## config.mk

```make
export PLATFORM = sky130hd
export DESIGN_NAME = seg_scan_ctrl
export DESIGN_NICKNAME = d
export VERILOG_FILES = /design/src/rtl/seg_scan_ctrl.sv
export SDC_FILE = /design/constraint.sdc
export NUM_CORES = 1
export LEC_CHECK = 0
export ABC_AREA = 0
export BUFFER_PORTS_ARGS = -buffer_cell sky130_fd_sc_hd__buf_2
export CAP_MARGIN = 0
export CORE_MARGIN = 8
export CORE_UTILIZATION = 56
export CTS_CLUSTER_DIAMETER = 120
export DETAILED_ROUTE_END_ITERATION = 10
export PLACE_DENSITY = 0.77
export SETUP_SLACK_MARGIN = 0.15
export SLEW_MARGIN = 20
export SYNTH_ARGS = -nofsm -noshare
export SYNTH_HDL_FRONTEND = slang
export SYNTH_SLANG_ARGS = --single-unit
```

## constraint.sdc

```tcl
create_clock -name clk -period 2.8 [get_ports clk]
set_input_delay 0.56 -clock clk [delete_from_list [all_inputs] [get_ports clk]]
set_output_delay 0.56 -clock clk [all_outputs]
set_load 0.1 [all_outputs]
```

## src/rtl/seg_scan_ctrl.sv

```systemverilog
// rtl/seg_scan_ctrl.sv - multiplexed 7-segment scan controller with dead-time, double buffer and blink
//
// Time-multiplexes one shared character decoder across DIGITS common-anode digits.
// Each digit slot is REFRESH_DIV clocks: BLANK_CYC clocks with every anode off,
// then the selected anode driven low for the remainder of the slot.
//
// Ports
//   clk         in   1               rising-edge clock
//   rst_n       in   1               asynchronous active-low reset
//   load        in   1               capture codes_in / blink_mask into shadow registers
//   codes_in    in   5*DIGITS        digit codes, digit i = codes_in[5*i+4:5*i]
//   blink_mask  in   DIGITS          1 = digit i blinks
//   code_out    out  5               code of the selected digit, to the shared decoder
//   an          out  DIGITS          anode enables, active-low, at most one bit low
//   digit_idx   out  $clog2(DIGITS)  currently selected digit
//   scan_done   out  1               one-cycle pulse after the index wraps to 0
module seg_scan_ctrl #(
  parameter int DIGITS      = 4,
  parameter int REFRESH_DIV = 50000,
  parameter int BLANK_CYC   = 500,
  parameter int BLINK_SCANS = 48
) (
  input  logic                      clk,
  input  logic                      rst_n,
  input  logic                      load,
  input  logic [5*DIGITS-1:0]       codes_in,
  input  logic [DIGITS-1:0]         blink_mask,
  output logic [4:0]                code_out,
  output logic [DIGITS-1:0]         an,
  output logic [$clog2(DIGITS)-1:0] digit_idx,
  output logic                      scan_done
);

  localparam int IW = $clog2(DIGITS);
  localparam int CW = $clog2(REFRESH_DIV);
  localparam int SW = $clog2(BLINK_SCANS) + 1;

  localparam logic [4:0]    BLANK_CODE = 5'b10110;
  localparam logic [CW-1:0] CNT_LAST   = CW'(REFRESH_DIV - 1);
  localparam logic [CW-1:0] BLANK_LAST = CW'(BLANK_CYC - 1);
  localparam logic [IW-1:0] IDX_LAST   = IW'(DIGITS - 1);
  localparam logic [SW-1:0] SCAN_LAST  = SW'(BLINK_SCANS - 1);

  typedef enum logic {ST_BLANK = 1'b0, ST_DRIVE = 1'b1} state_e;

  state_e                   state_q, state_d;
  logic [CW-1:0]            cnt_q, cnt_d;
  logic [IW-1:0]            idx_q, idx_d;
  logic [DIGITS-1:0][4:0]   shadow_q, shadow_d;
  logic [DIGITS-1:0][4:0]   active_q, active_d;
  logic [DIGITS-1:0]        smask_q, smask_d;
  logic [DIGITS-1:0]        amask_q, amask_d;
  logic                     phase_q, phase_d;   // 1 = blinking digits visible
  logic [SW-1:0]            scnt_q, scnt_d;
  logic [DIGITS-1:0]        an_q, an_d;
  logic [4:0]               code_q, code_d;
  logic                     done_q;
  logic                     wrap;

  assign code_out  = code_q;
  assign an        = an_q;
  assign digit_idx = idx_q;
  assign scan_done = done_q;

  always_ff @(posedge clk or negedge rst_n) begin
    if (!rst_n) begin
      state_q  <= ST_BLANK;
      cnt_q    <= '0;
      idx_q    <= '0;
      shadow_q <= {DIGITS{BLANK_CODE}};
      active_q <= {DIGITS{BLANK_CODE}};
      smask_q  <= '0;
      amask_q  <= '0;
      phase_q  <= 1'b1;
      scnt_q   <= '0;
      an_q     <= '1;
      code_q   <= BLANK_CODE;
      done_q   <= 1'b0;
    end else begin
      state_q  <= state_d;
      cnt_q    <= cnt_d;
      idx_q    <= idx_d;
      shadow_q <= shadow_d;
      active_q <= active_d;
      smask_q  <= smask_d;
      amask_q  <= amask_d;
      phase_q  <= phase_d;
      scnt_q   <= scnt_d;
      an_q     <= an_d;
      code_q   <= code_d;
      done_q   <= wrap;
    end
  end

  always_comb begin
    state_d  = state_q;
    cnt_d    = (cnt_q == CNT_LAST) ? '0 : cnt_q + 1'b1;
    idx_d    = idx_q;
    wrap     = 1'b0;
    case (state_q)
      ST_BLANK: if (cnt_q == BLANK_LAST) state_d = ST_DRIVE;
      ST_DRIVE: if (cnt_q == CNT_LAST) begin
        state_d = ST_BLANK;
        wrap    = (idx_q == IDX_LAST);
        idx_d   = wrap ? '0 : idx_q + 1'b1;
      end
      default:  state_d = ST_BLANK;
    endcase

    shadow_d = shadow_q;
    smask_d  = smask_q;
    active_d = active_q;
    amask_d  = amask_q;
    phase_d  = phase_q;
    scnt_d   = scnt_q;
    if (load) begin
      shadow_d = codes_in;
      smask_d  = blink_mask;
    end
    // Frames and blink phase only change at the scan boundary; taking the
    // shadow's next value lets a load on the wrap edge reach the display directly.
    if (wrap) begin
      active_d = shadow_d;
      amask_d  = smask_d;
      if (scnt_q == SCAN_LAST) begin
        scnt_d  = '0;
        phase_d = ~phase_q;
      end else begin
        scnt_d  = scnt_q + 1'b1;
      end
    end
  end

  // Outputs are computed from next-state values so code_out changes on the
  // same edge as digit_idx, a full blank period before the anode enables.
  always_comb begin
    an_d = '1;
    if (state_d == ST_DRIVE) an_d[idx_d] = 1'b0;
    code_d = active_d[idx_d];
    if (!phase_d && amask_d[idx_d]) code_d = BLANK_CODE;
  end

endmodule
```

# Word level (Yosys, flattened, before mapping)
# Cells that the tools add are included.
dict set report op_classes {
  n_addsub 3
  mul 0
  div_mod_pow 0
  order_cmp 2
  n_eq_ne 4
  shift 0
  n_mux 24
  bitwise 3
  reduce_logical 3
}
# cell n
set op_table {}
lappend op_table {{$mux W20} 2}
lappend op_table {{$add A16 B1 Y16 const B} 1}
lappend op_table {{$eq A16 B16 Y1 const B} 1}
lappend op_table {{$eq A16 B9 Y1 const B} 1}
lappend op_table {{$mux W16} 1}
lappend op_table {{$mux W4} 3}
lappend op_table {{$bmux W5 S2} 1}
lappend op_table {{$mux W5} 2}
lappend op_table {{$mux W1} 8}
lappend op_table {{$add A7 B1 Y7 const B} 1}
lappend op_table {{$eq A7 B6 Y1 const B} 1}
lappend op_table {{$mux W7} 1}
lappend op_table {{$mux W2} 3}
lappend op_table {{$not A4 Y4} 1}
lappend op_table {{$lt A2 B3 Y1 const B} 1}
lappend op_table {{$add A2 B1 Y2 const B} 1}
lappend op_table {{$bmux W1 S2} 1}
lappend op_table {{$demux W1 S2} 1}
lappend op_table {{$eq A2 B2 Y1 const B} 1}
lappend op_table {{$ge A2 B1 Y1 const B} 1}
lappend op_table {{$logic_and A1 B1 Y1} 2}
lappend op_table {{$not A1 Y1} 2}
lappend op_table {{$pmux W1 S2} 1}
lappend op_table {{$logic_not A1 Y1} 1}
dict set report word_totals {
  ff_bits 85
  latchBits 0
  ram_bits 0
  romBits 0
  in_bits 27
  output_inout_bits 12
  word_cells 57
  mem_count 0
}

# Longest topological paths before layout
dict set report logic_depth {
  depth_word 10
  ltp_mapped 9
  ltp_nobuf 8
}

# Least setup slack after synthesis
# OpenSTA, ideal clock, no wires.
dict set report synth_path {
  path_kind {register to register}
  start {register idx_q[0] (netlist: digit_idx[0])}
  end {register code_q[1] (netlist: code_out[1])}
  setup_ps 85
  arrival_time_ps 2592
  required_ps 2715
  slack_ps 123
  path_stages_with_launch 8
  path_buffers 1
  period_less_slack_ps 2677
  path_cell_list {dfrtp_1 ha_1 and2_1 nand2_2 buf_1 mux2_2 a222oi_1 nand2_1}
}
# item line_no
set synth_rtl {}
lappend synth_rtl {{start, declared} 48} ;# logic [IW-1:0] idx_q, idx_d;
lappend synth_rtl {{start signal, assigned} 82} ;# idx_q <= idx_d;
lappend synth_rtl {{end signal, assigned} 90} ;# code_q <= code_d;
lappend synth_rtl {{end, declared} 56} ;# logic [4:0] code_q, code_d;

==> metrics.txt <==
DIE AREA just over 9000 sq um; path depth of the worst reg2reg path 9; RSZ-0062 raised after global routing true; post-route ant nets 0; cell taking the most area after synthesis dfrtp_1; net switching power figure ~580 uW; diodes inserted 0; Area Overhead vs Synth 20.3%; WL final 7360 microns; Rel. slew slack between 50 and 60%; Via Count 2342; Global Route Usage Sum between 15 and 20%; Synth area leaders dfrtp_1 (36%), dfstp_2 (23%), mux2_2 (13%), xnor2_1 (2.6%), mux2_4 (2.1%); Clock Pin Slew Worst Setup and Hold Paths roughly 0.1 ns; Max Clock Freq between 300 and 400 MHz; Leakage roughly 2.0 nW; critical path class flip-flop to flip-flop; Synth Flop Type dfrtp_1; Netlist Area Pre-Place around 3600 sq um; clock insertion delay at the later pin of the skew report between 0.3 and 0.4 ns; Crit Path Max Fanout 7; CTS Buf Count 9; largest net degree at the start of global routing 56; GRT overflow 0; Worst VDD drop 0.427 mV; DRT Pass-1 Iters 4; number of I/O pins 39; DRC viols 0; clock power share about 35%; FF-to-FF End code_out[2]; hold slack approximately 0.24 ns; site row count 29; Worst Tran Pin Value about 0.67 ns; Final setup viols 0; multi-input logic area 1490 sq um; Sequential Area 2170 sq um; combinational share of power 8.1%; synth warn 0; CP Capture Type flip-flop; proportion of layout cells with a drive suffix above 1 roughly half; Crit path largest cell delay around 0.54 ns; initial antenna violation count 0; vias in the first global route about 2500; max-cap violations 0; Final Core Density between 60% and 70%; Synth Register Bits 85; I/O Buffers 38; final worst path period need roughly 2.7 ns; HP Class input port to async pin; DRT iter0 DRCs 190; EDFF count, synth 0; cts hold-fix bufs 0; setup_tns 0 ns; dpl hpwl 4750 microns; CP delay by family, top simple AND/OR/NAND/NOR gates; net count after synthesis 300; clk sinks between 80 and 90; Post-synth ARST share 100%; Switching Share about a quarter; R2R setup slack ~0.12 ns; CTS max path bufs 2; root buf cell clkbuf_8; Mapped Cells 270; H-tree depth 3; Final Net Count between 300 and 400; Fillers between 400 and 500; dpl cells 389; cell mode on critical path mux2_4; total power draw ~2.3 mW; Chip Width 96.6 microns; CP arrival roughly 3.0 ns; Final Hold Violating Endpoints 0; Commonest cells post-synth dfrtp_1 (53), mux2_2 (42), dfstp_2 (32); Slew Viols, Final 0; syn avg cell area about 13 sq um; Unique masters post-synth 42; CP required 3.08 ns; post-synth top area share a little over a third; DIE HEIGHT slightly below 100 microns; pwr dens around 520 nW/um^2; Initial Util 57.6%; gpl congestion about 0.80; sequential area share after synthesis 59.6%; Final Cycle Share a little over nine tenths; result of the run finished clean; Fin Clk Skew 0.0140 ns; core footprint about 6300 sq um; Setup crit start kind flip-flop; most numerous cell in the Yosys netlist dfrtp_1; final cell count without fillers 417; Flop pwr share a little under three fifths; first-pass GRT wire length 12000 microns; post-DR vias/cell around 5.6; Crit-path slowest cell or4_4; CTS tree built; Worst Path Buf+Inv 2; reg-to-reg startpoint cnt_q[10]; Routed WL per cell 17.6 microns; CP Cell Sequence or4_4 -> nor4_4 -> buf_6 -> nand2_8 -> buf_12 -> mux2_4 -> mux2_4 -> a222oi_1 -> nand2_1; internal power between 1.5 and 2 mW
## cells in the final DEF (no fill, tap or decap), drive strengths merged
cell,n
nand4b,3
dfstp,32
inv,8
nand4,5
nand2,18
nor4b,1
a21boi,1
a21oi,2
o2bb2a,1
nor2,16
ha,3
nor3,2
mux2i,4
xnor2,11
clkinv,3
nand4bb,1
nor2b,1
clkinvlp,2
a22oi,4
or4,2
a211o,1
a21o,1
nand3,9
o21bai,1
a222oi,3
o21ai,7
and3,2
or3,1
clkbuf,11
buf,59
mux2,53
xor2,7
o31ai,1
nor4,3
dfrtp,53
nand2b,3
and2,5
## per-layer routing
layer / track usage (%) / vias up / part of all wire (%)
met5: 0 / - / 0
met4: 4.85 / 0 / 1.1
met3: 5.26 / 10 / 5.4
met2: 25.8 / 63 / 51
met1: 18.3 / 1180 / 42
li1: - / 1089 / -
## worst max path at each step
stage / startpoint / endpoint / slack, ns / depth (start not counted)
2_1_floorplan: digit_idx[1] / code_out[1] / 0.15 / 8
3_3_place_gp: cnt_q[10] / code_out[0] / 0.17 / 7
3_5_place_dp: cnt_q[10] / code_out[3] / 0.14 / 7
4_1_cts: cnt_q[10] / code_out[3] / 0.20 / 7
5_1_grt: cnt_q[10] / code_out[2] / 0.05 / 9
6_report: cnt_q[10] / code_out[2] / 0.12 / 9
## logic make-up (layout without fill, tap and decap cells)
logic type,count (synthesis),after routing,synth area share [%]
AO/OA/AOI/OAI,22,22,4.37
XOR/XNOR,18,18,4.33
adder cells (fa/ha/maj),3,3,1.03
buffers and inverters,13,83,1.55
flip-flops,85,85,59.6
multiplexers,57,57,18.0
AND/OR/NAND/NOR,72,72,11.1
## cell type report
class / count / share of cell area, %
flip-flops and latches: 85 / 49.6
inverters: 6 / 0.515
multi-input cells: 172 / 33.9
clock buffers: 9 / 2.83
repair buffers: 61 / 9.61
well taps: 77 / 2.20
clock inverters: 7 / 1.34
## sequential cells by signal (all words and copies together), names as in the netlist, 2 cells and up
register   flops
scnt_q         7
amask_q        4
shadow_q      20
digit_idx      2
cnt_q         16
code_out       5
active_q      20
an             4
smask_q        4
## metrics by stage
step,instance area (sq um),setup slack (ns)
3_5_place_dp,3990,0.140
3_3_place_gp,3990,0.172
4_1_cts,4190,0.200
5_1_grt,4380,0.0490
6_report,4380,0.115
2_1_floorplan,3640,0.152
## timing repair
action / CTS / global route
pin swaps: 2 / 6
buffers inserted: 1 / 8
resized for setup: 1 / 16
gates cloned: 0 / 3
hold endpoints to repair: 0 / 0
endpoints found under the setup margin: 4 / 5
## power groups by stage
stage	combinational [mW]	clock, mW	sequential (mW)
floorplan	0.0782	0	1.37
global placement	0.177	0	1.34
detailed placement	0.182	0	1.34
CTS	0.183	0.810	1.32
global route	0.202	0.880	1.32
finish	0.185	0.792	1.32
Power figures use the tool's default switching activity.
